### src/rtl/multicycle_control_fsm.sv
// Moore control unit for a multicycle MIPS-like datapath: fetch/decode/execute/memory/writeback
// sequencing with programmable memory wait states. State register updates on the falling edge.
//
// state      | meaning
// RESET      | held in reset, all controls idle
// FETCH      | read instruction at PC, PC <= PC + 4
// FWAIT      | memory wait after instruction fetch
// IRWR       | load instruction register
// DECODE     | register read, branch target precompute, opcode dispatch
// MEM_ADDR   | base + sign-ext offset (also ADDI sum)
// ADDI_WB    | write ALUOut to rt
// MEM_READ   | issue data read, load MDR
// MRWAIT     | memory wait after data read
// MEM_WB     | write MDR to rt
// MEM_WRITE  | single-cycle data write
// R_EXEC     | ALU op from funct field
// R_WB       | write ALUOut to rd
// BRANCH     | compare A,B; PC <= target if zero
// JUMP       | PC <= jump target
// EXCEPTION  | PC <= exception vector, flag pulse
module multicycle_control_fsm #(
    parameter int MEM_WAIT = 1,
    parameter int OPCODE_W = 6,
    parameter int ULAOP_W  = 3
) (
    input  logic                clock,
    input  logic                reset,
    input  logic [OPCODE_W-1:0] OPcode,
    output logic [1:0]          SrcPC,
    output logic                ULASrcA,
    output logic [1:0]          ULASrcB,
    output logic                EscReg,
    output logic                RegDst,
    output logic                IREsc,
    output logic                Mem2Reg,
    output logic                WriteMem,
    output logic                StoreMem,
    output logic [ULAOP_W-1:0]  ULAOp,
    output logic                IorD,
    output logic                PCWri,
    output logic                PCWriCond,
    output logic                Excecao,
    output logic [4:0]          stateout
);

    typedef enum logic [4:0] {
        S_RESET     = 5'd0,
        S_FETCH     = 5'd1,
        S_FWAIT     = 5'd2,
        S_IRWR      = 5'd3,
        S_DECODE    = 5'd4,
        S_MEM_ADDR  = 5'd5,
        S_ADDI_WB   = 5'd6,
        S_MEM_READ  = 5'd7,
        S_MRWAIT    = 5'd8,
        S_MEM_WB    = 5'd9,
        S_MEM_WRITE = 5'd10,
        S_R_EXEC    = 5'd11,
        S_R_WB      = 5'd12,
        S_BRANCH    = 5'd13,
        S_JUMP      = 5'd14,
        S_EXCEPTION = 5'd15
    } state_t;

    localparam logic [OPCODE_W-1:0] OP_R    = OPCODE_W'(6'h00);
    localparam logic [OPCODE_W-1:0] OP_J    = OPCODE_W'(6'h02);
    localparam logic [OPCODE_W-1:0] OP_BEQ  = OPCODE_W'(6'h04);
    localparam logic [OPCODE_W-1:0] OP_ADDI = OPCODE_W'(6'h08);
    localparam logic [OPCODE_W-1:0] OP_LW   = OPCODE_W'(6'h23);
    localparam logic [OPCODE_W-1:0] OP_SW   = OPCODE_W'(6'h2B);

    localparam logic [ULAOP_W-1:0] ALU_ADD   = ULAOP_W'(3'b001);
    localparam logic [ULAOP_W-1:0] ALU_SUB   = ULAOP_W'(3'b010);
    localparam logic [ULAOP_W-1:0] ALU_FUNCT = ULAOP_W'(3'b111);

    localparam bit         HAS_WAIT  = (MEM_WAIT > 0);
    localparam logic [3:0] WAIT_LOAD = HAS_WAIT ? 4'(MEM_WAIT - 1) : 4'd0;

    state_t     r_state;
    state_t     w_next;
    logic [3:0] r_cnt;

    // Counter reloads only on entry to a wait state so the dwell is exactly MEM_WAIT cycles.
    always_ff @(negedge clock) begin
        if (!reset) begin
            r_state <= S_RESET;
            r_cnt   <= '0;
        end else begin
            r_state <= w_next;
            if ((w_next == S_FWAIT || w_next == S_MRWAIT) && (w_next != r_state))
                r_cnt <= WAIT_LOAD;
            else if (r_cnt != 4'd0)
                r_cnt <= r_cnt - 4'd1;
        end
    end

    always_comb begin
        w_next = r_state;
        case (r_state)
            S_RESET:     w_next = S_FETCH;
            S_FETCH:     w_next = HAS_WAIT ? S_FWAIT : S_IRWR;
            S_FWAIT:     w_next = (r_cnt == 4'd0) ? S_IRWR : S_FWAIT;
            S_IRWR:      w_next = S_DECODE;
            S_DECODE: begin
                case (OPcode)
                    OP_R:                   w_next = S_R_EXEC;
                    OP_ADDI, OP_LW, OP_SW:  w_next = S_MEM_ADDR;
                    OP_BEQ:                 w_next = S_BRANCH;
                    OP_J:                   w_next = S_JUMP;
                    default:                w_next = S_EXCEPTION;
                endcase
            end
            S_MEM_ADDR: begin
                case (OPcode)
                    OP_ADDI: w_next = S_ADDI_WB;
                    OP_LW:   w_next = S_MEM_READ;
                    OP_SW:   w_next = S_MEM_WRITE;
                    default: w_next = S_EXCEPTION;
                endcase
            end
            S_MEM_READ:  w_next = HAS_WAIT ? S_MRWAIT : S_MEM_WB;
            S_MRWAIT:    w_next = (r_cnt == 4'd0) ? S_MEM_WB : S_MRWAIT;
            S_ADDI_WB, S_MEM_WB, S_MEM_WRITE, S_R_WB,
            S_BRANCH, S_JUMP, S_EXCEPTION:
                         w_next = S_FETCH;
            S_R_EXEC:    w_next = S_R_WB;
            default:     w_next = S_RESET;
        endcase
    end

    always_comb begin
        SrcPC     = 2'b00;
        ULASrcA   = 1'b0;
        ULASrcB   = 2'b00;
        EscReg    = 1'b0;
        RegDst    = 1'b0;
        IREsc     = 1'b0;
        Mem2Reg   = 1'b0;
        WriteMem  = 1'b0;
        StoreMem  = 1'b0;
        ULAOp     = ALU_ADD;
        IorD      = 1'b0;
        PCWri     = 1'b0;
        PCWriCond = 1'b0;
        Excecao   = 1'b0;
        case (r_state)
            S_FETCH: begin
                ULASrcB = 2'b01;
                PCWri   = 1'b1;
            end
            S_IRWR:      IREsc = 1'b1;
            S_DECODE:    ULASrcB = 2'b11;
            S_MEM_ADDR: begin
                ULASrcA = 1'b1;
                ULASrcB = 2'b10;
            end
            S_ADDI_WB:   EscReg = 1'b1;
            S_MEM_READ: begin
                IorD     = 1'b1;
                StoreMem = 1'b1;
            end
            S_MEM_WB: begin
                EscReg  = 1'b1;
                Mem2Reg = 1'b1;
            end
            S_MEM_WRITE: begin
                IorD     = 1'b1;
                WriteMem = 1'b1;
            end
            S_R_EXEC: begin
                ULASrcA = 1'b1;
                ULAOp   = ALU_FUNCT;
            end
            S_R_WB: begin
                EscReg = 1'b1;
                RegDst = 1'b1;
            end
            S_BRANCH: begin
                ULASrcA   = 1'b1;
                ULAOp     = ALU_SUB;
                SrcPC     = 2'b01;
                PCWriCond = 1'b1;
            end
            S_JUMP: begin
                SrcPC = 2'b10;
                PCWri = 1'b1;
            end
            S_EXCEPTION: begin
                SrcPC   = 2'b11;
                PCWri   = 1'b1;
                Excecao = 1'b1;
            end
            default: ;
        endcase
    end

    assign stateout = r_state;

endmodule

### config.mk
export PLATFORM = sky130hd
export DESIGN_NAME = multicycle_control_fsm
export DESIGN_NICKNAME = d
export VERILOG_FILES = /design/src/rtl/multicycle_control_fsm.sv
export SDC_FILE = /design/constraint.sdc
export NUM_CORES = 1
export LEC_CHECK = 0
export CAP_MARGIN = 20
export CORE_UTILIZATION = 43
export CTS_CLUSTER_SIZE = 25
export DETAILED_ROUTE_END_ITERATION = 12
export GPL_TIMING_DRIVEN = 0
export PLACE_DENSITY = 0.79
export SETUP_SLACK_MARGIN = 0.2
export SYNTH_ARGS = -nofsm -noshare
export SYNTH_HDL_FRONTEND = slang
export SYNTH_SLANG_ARGS = --single-unit
export TNS_END_PERCENT = 20
### constraint.sdc
create_clock -name clock -period 2.5 [get_ports clock]
set_input_delay 0.25 -clock clock [delete_from_list [all_inputs] [get_ports clock]]
set_output_delay 0.25 -clock clock [all_outputs]
set_load 0.005 [all_outputs]
Word-level counts from Yosys, hierarchy flattened
Index checks and enable logic that the tools add are counted.

storage, ports and cells
  logic and storage cells = 59
  flip-flop bits (word level) = 9
  input port bits = 8
  output and inout bits = 23

cells by class
  $add $sub $neg = 1
  reduce and logical (&&, ||, !) cells = 13
  bitwise operators = 1
  mux-type cells = 19
  equal/unequal tests = 23

operators by type and width
  operator               number
  $eq A5 B4 Y1 const B   9
  $pmux W4 S9            1
  $eq A5 B3 Y1 const B   4
  $pmux W4 S4            1
  $eq A5 B2 Y1 const B   3
  $mux W1                13
  $eq A6 B6 Y1 const B   2
  $pmux W2 S3            2
  $pmux W4 S3            1
  $reduce_or A3 Y1       4
  $reduce_or A8 Y1       1
  $eq A6 B2 Y1 const B   1
  $eq A6 B3 Y1 const B   1
  $eq A6 B4 Y1 const B   1
  $logic_not A6 Y1       1
  $pmux W3 S2            1
  $eq A5 B1 Y1 const B   1
  $logic_not A5 Y1       1
  $ne A5 B5 Y1           1
  $logic_not A4 Y1       1
  $reduce_bool A4 Y1     1
  $reduce_or A2 Y1       2
  $sub A4 B1 Y4 const B  1
  $logic_and A1 B1 Y1    1
  2 further kinds        2

Longest topological paths before layout
  word-level depth = 8
  mapped depth = 7
  gate-level depth less buffers = 7

==> flow_metrics.tcl <==
set metrics [dict create \
    cts_buffer_depth 2 \
    placeableCoreArea_mm2 0.001727 \
    yosysUniqueCellTypes 45 \
    slew_violations 0 \
    grt-ovfl-total 0 \
    critical_path.max_fanout 4 \
    timing.final.hold_violations 0 \
    fp-row-count 15 \
    async_reset_ff_share_pct 0 \
    worst_setup_path_start_kind "flop" \
    worst_setup_hold_path_clk_slew_ps 50 \
    fin_nets 178 \
    synth_area_in_xor_xnor_pct 5.556 \
    power.combinational.fraction_pct 42.2 \
    grt_first_pass_wirelength_um 4271 \
    vias_per_cell 5.984 \
    instance_count_after_placement_with_tap_cells_included 156 \
    critical_path.most_common_cell "buf_6" \
    finish.cell_count_without_fillers 191 \
    ff2ff_setup_slack_ps 370 \
    dp_hpwl_um 1527 \
    gr-usage-met3_pct 10.80 \
    drt-initial-drc-count 42 \
    largest_net_degree_at_the_start_of_global_routing 11 \
    crit_path_cell_trace "buf_8 > buf_6 > buf_6 > xnor2_2 > o32ai_2 > buf_2" \
    vdd_ir_drop_max_uv 376.6 \
    grt_antenna_before_repair 0 \
    grtUsageMet2_pct 51.47 \
    vias 1143 \
    proportion_of_synthesized_chip_area_in_sequential_cells_pct 20.32 \
    synthSimpleGateAreaFrac_pct 37.46 \
    die_height_um 44.82 \
    ys_dominant_reg_cell "dfxtp_1" \
    setup_viol 26 \
    postRouteAntennaNets 0 \
    finClkSkew_ps 20.51 \
    p_leak_nw 0.7197 \
    synth_enable_flop_cells 0 \
    drt_wl_cell_um 17.61 \
    critPathLaunch "stateout[3]" \
    post_synth_instance_area_um2 788.3 \
    timing.hold.worst.class "reg2reg" \
    dp_slack_ps -1079 \
    ys_warn_count 0 \
    arrival_ps 2820 \
    max_slew_margin_pct 61.01 \
    fp.dieArea_mm2 0.002008 \
    pin_count 31 \
    power.net_switching_w 0.0001994 \
    cap_violations 0 \
    complex_gate_fraction_of_the_synthesized_area_pct 22.86 \
    tritoncts_num_sinks 8 \
    setup_repair_after_global_routing_missed_its_margin "true" \
    area_delta_synth_final_pct 84.60 \
    die_x_um 44.82 \
    post-route-drc-count 0 \
    failing_checks "setup timing" \
    clock_network_power_share_pct 30.6 \
    sort_of_element_at_the_end_of_the_critical_path "output pin" \
    synth_top_cell_area_share_pct 20.32 \
    reg2regPathDepth 7 \
    pwr_density_cell_mw_per_mm2 359.2 \
    synth_top_cell_by_area "dfxtp_1" \
    post_synthesis_cell_count 102 \
    netlist_top_cells_count "nor2_1 (10), dfxtp_1 (8), inv_1 (8)" \
    switching_share_pct 38.15 \
    clock_latency_ps 330 \
    sequentialPowerShare_pct 27.2 \
    worst_setup_path_endpoint "EscReg" \
    run_status "complete, but fails checks" \
    synth_seq_cells 8 \
    crit_path_top_delay_cell "dfxtp_4" \
    port-buffer-count 29 \
    synth.net_count 112 \
    grt_pass1_vias 956 \
    post_synth.cell_area_avg_um2 7.728 \
    antenna_cells 0 \
    global_route.usage.total_pct 29.86 \
    synthTopCellsByArea "dfxtp_1 (20%), nor2_1 (4.8%), xnor2_1 (4.4%), and3_1 (4.0%), inv_1 (3.8%)" \
    worst_pin_slew_ps 583.6 \
    postRouteWirelength_um 3364 \
    worst-endpoint-required_ps 2250 \
    synth.most_common_cell "nor2_1" \
    kind_of_critical_path "reg2out" \
    main_combinational_cell_family_by_area_after_synthesis "simple AND/OR/NAND/NOR gates" \
    final_layout_size_suffix_gt1_share_pct 53.01 \
    muxShareOfSynthArea_pct 0 \
    power.internal_w 0.0003232 \
    starting_density_of_the_core_pct 45.65 \
    tritoncts "built" \
    fillers 101 \
    worst_slack_ps -571.5 \
    grt-busiest-layer "met2" \
    drt_pass1_iterations 4 \
    critical_path.max_stage_delay_ps 350 \
    adder_cell_fraction_of_synth_area_pct 3.175 \
    cts_root_buf "clkbuf_4" \
    place.gp.congestion 0.7802 \
    cts-htree-levels 1 \
    timing.rr.end "r_cnt[0]" \
    gr-usage-met1_pct 33.74 \
    cts_inserted_buffers 3 \
    critical_path.reg2reg.startpoint "stateout[3]" \
]
## registers in the layout (all words and copies together), names as in the netlist
name      flops
stateout      4
r_cnt         4
## power groups by stage
stage	logic [W]	registers, W	clock network (W)
6_report	0.000220	0.000142	0.000160
5_1_grt	0.000231	0.000142	0.000182
4_1_cts	0.000170	0.000145	0.000157
3_5_place_dp	0.000133	0.000146	0.0000222
3_3_place_gp	0.000131	0.000146	0.0000222
2_1_floorplan	0.0000752	0.000143	0.0000222
## kinds of logic (layout without fill, tap and decap cells)
logic type	count (synthesis)	in the layout
simple gates	50	50
compound gates	23	23
buf+inv	13	77
flops	8	8
xor+xnor	5	5
fa+ha+maj	2	2
other cells	1	1
## how the worst min path moves through the flow
| stage | endpoint | cells past startpoint | from |
|---|---|---|---|
| floorplan | r_cnt[1] | 3 | r_cnt[1] |
| global placement | r_cnt[1] | 3 | r_cnt[1] |
| detailed placement | r_cnt[0] | 2 | r_cnt[0] |
| CTS | r_cnt[1] | 3 | r_cnt[1] |
| global route | r_cnt[3] | 2 | r_cnt[3] |
| finish | r_cnt[1] | 3 | r_cnt[1] |
## stage by stage
stage          util (%)  hold slack [ps]  TNS [ps]  area [µm²]  total power (W)
2_1_floorplan         -            575.4     -2397       794.5        0.0002409
3_3_place_gp      64.64            593.0    -17200        1116        0.0002988
3_5_place_dp      64.64            629.4    -17640        1116        0.0003013
4_1_cts           78.12            635.4     -7557        1349        0.0004717
5_1_grt           84.28            708.3     -9538        1455        0.0005548
6_report          84.28            637.2     -8446        1455        0.0005226
## layer usage
metal	routed length, µm	vias to the layer above
met2	1738	63
met4	31	0
met1	1372	570
li1	-	506
met5	0	-
met3	221	4
## cells in the final DEF (no fill, tap or decap), types with 3 or more instances in the layout
| cell | count |
|---|---|
| buf_4 | 19 |
| buf_2 | 16 |
| inv_1 | 13 |
| nor2_1 | 8 |
| buf_6 | 8 |
| dlygate4sd2_1 | 7 |
| and3_1 | 5 |
| dfxtp_1 | 4 |
| dfxtp_4 | 4 |
| buf_8 | 3 |
| nor3_1 | 3 |
| clkbuf_4 | 3 |
## what timing repair did
item                                    CTS  global route
setup buffers                            18             7
pin swaps                                10             7
gates resized for setup                 113            24
endpoints found under the setup margin   30            30
hold buffers                              0             0
## cell type report
| class | instances | area (µm²) | share of cell area, % |
|---|---|---|---|
| buffer | 5 | 77.57 | 5.331 |
| clock buffer | 3 | 22.52 | 1.548 |
| clock inverter | 8 | 30.03 | 2.064 |
| inverter | 7 | 28.78 | 1.978 |
| multi-input combinational | 81 | 666.9 | 45.83 |
| sequential | 8 | 175.2 | 12.04 |
| tap | 25 | 31.28 | 2.150 |
| timing repair buffer | 54 | 422.9 | 29.06 |
## worst max-delay path, delay by kind of cell (launching register included)
kind / cells / cell delay, ps
AO/OA/AOI/OAI: 1 / 250
flip-flops: 1 / 350
XOR/XNOR: 1 / 140
buffers and inverters: 4 / 500
Power figures use the tool's default switching activity.
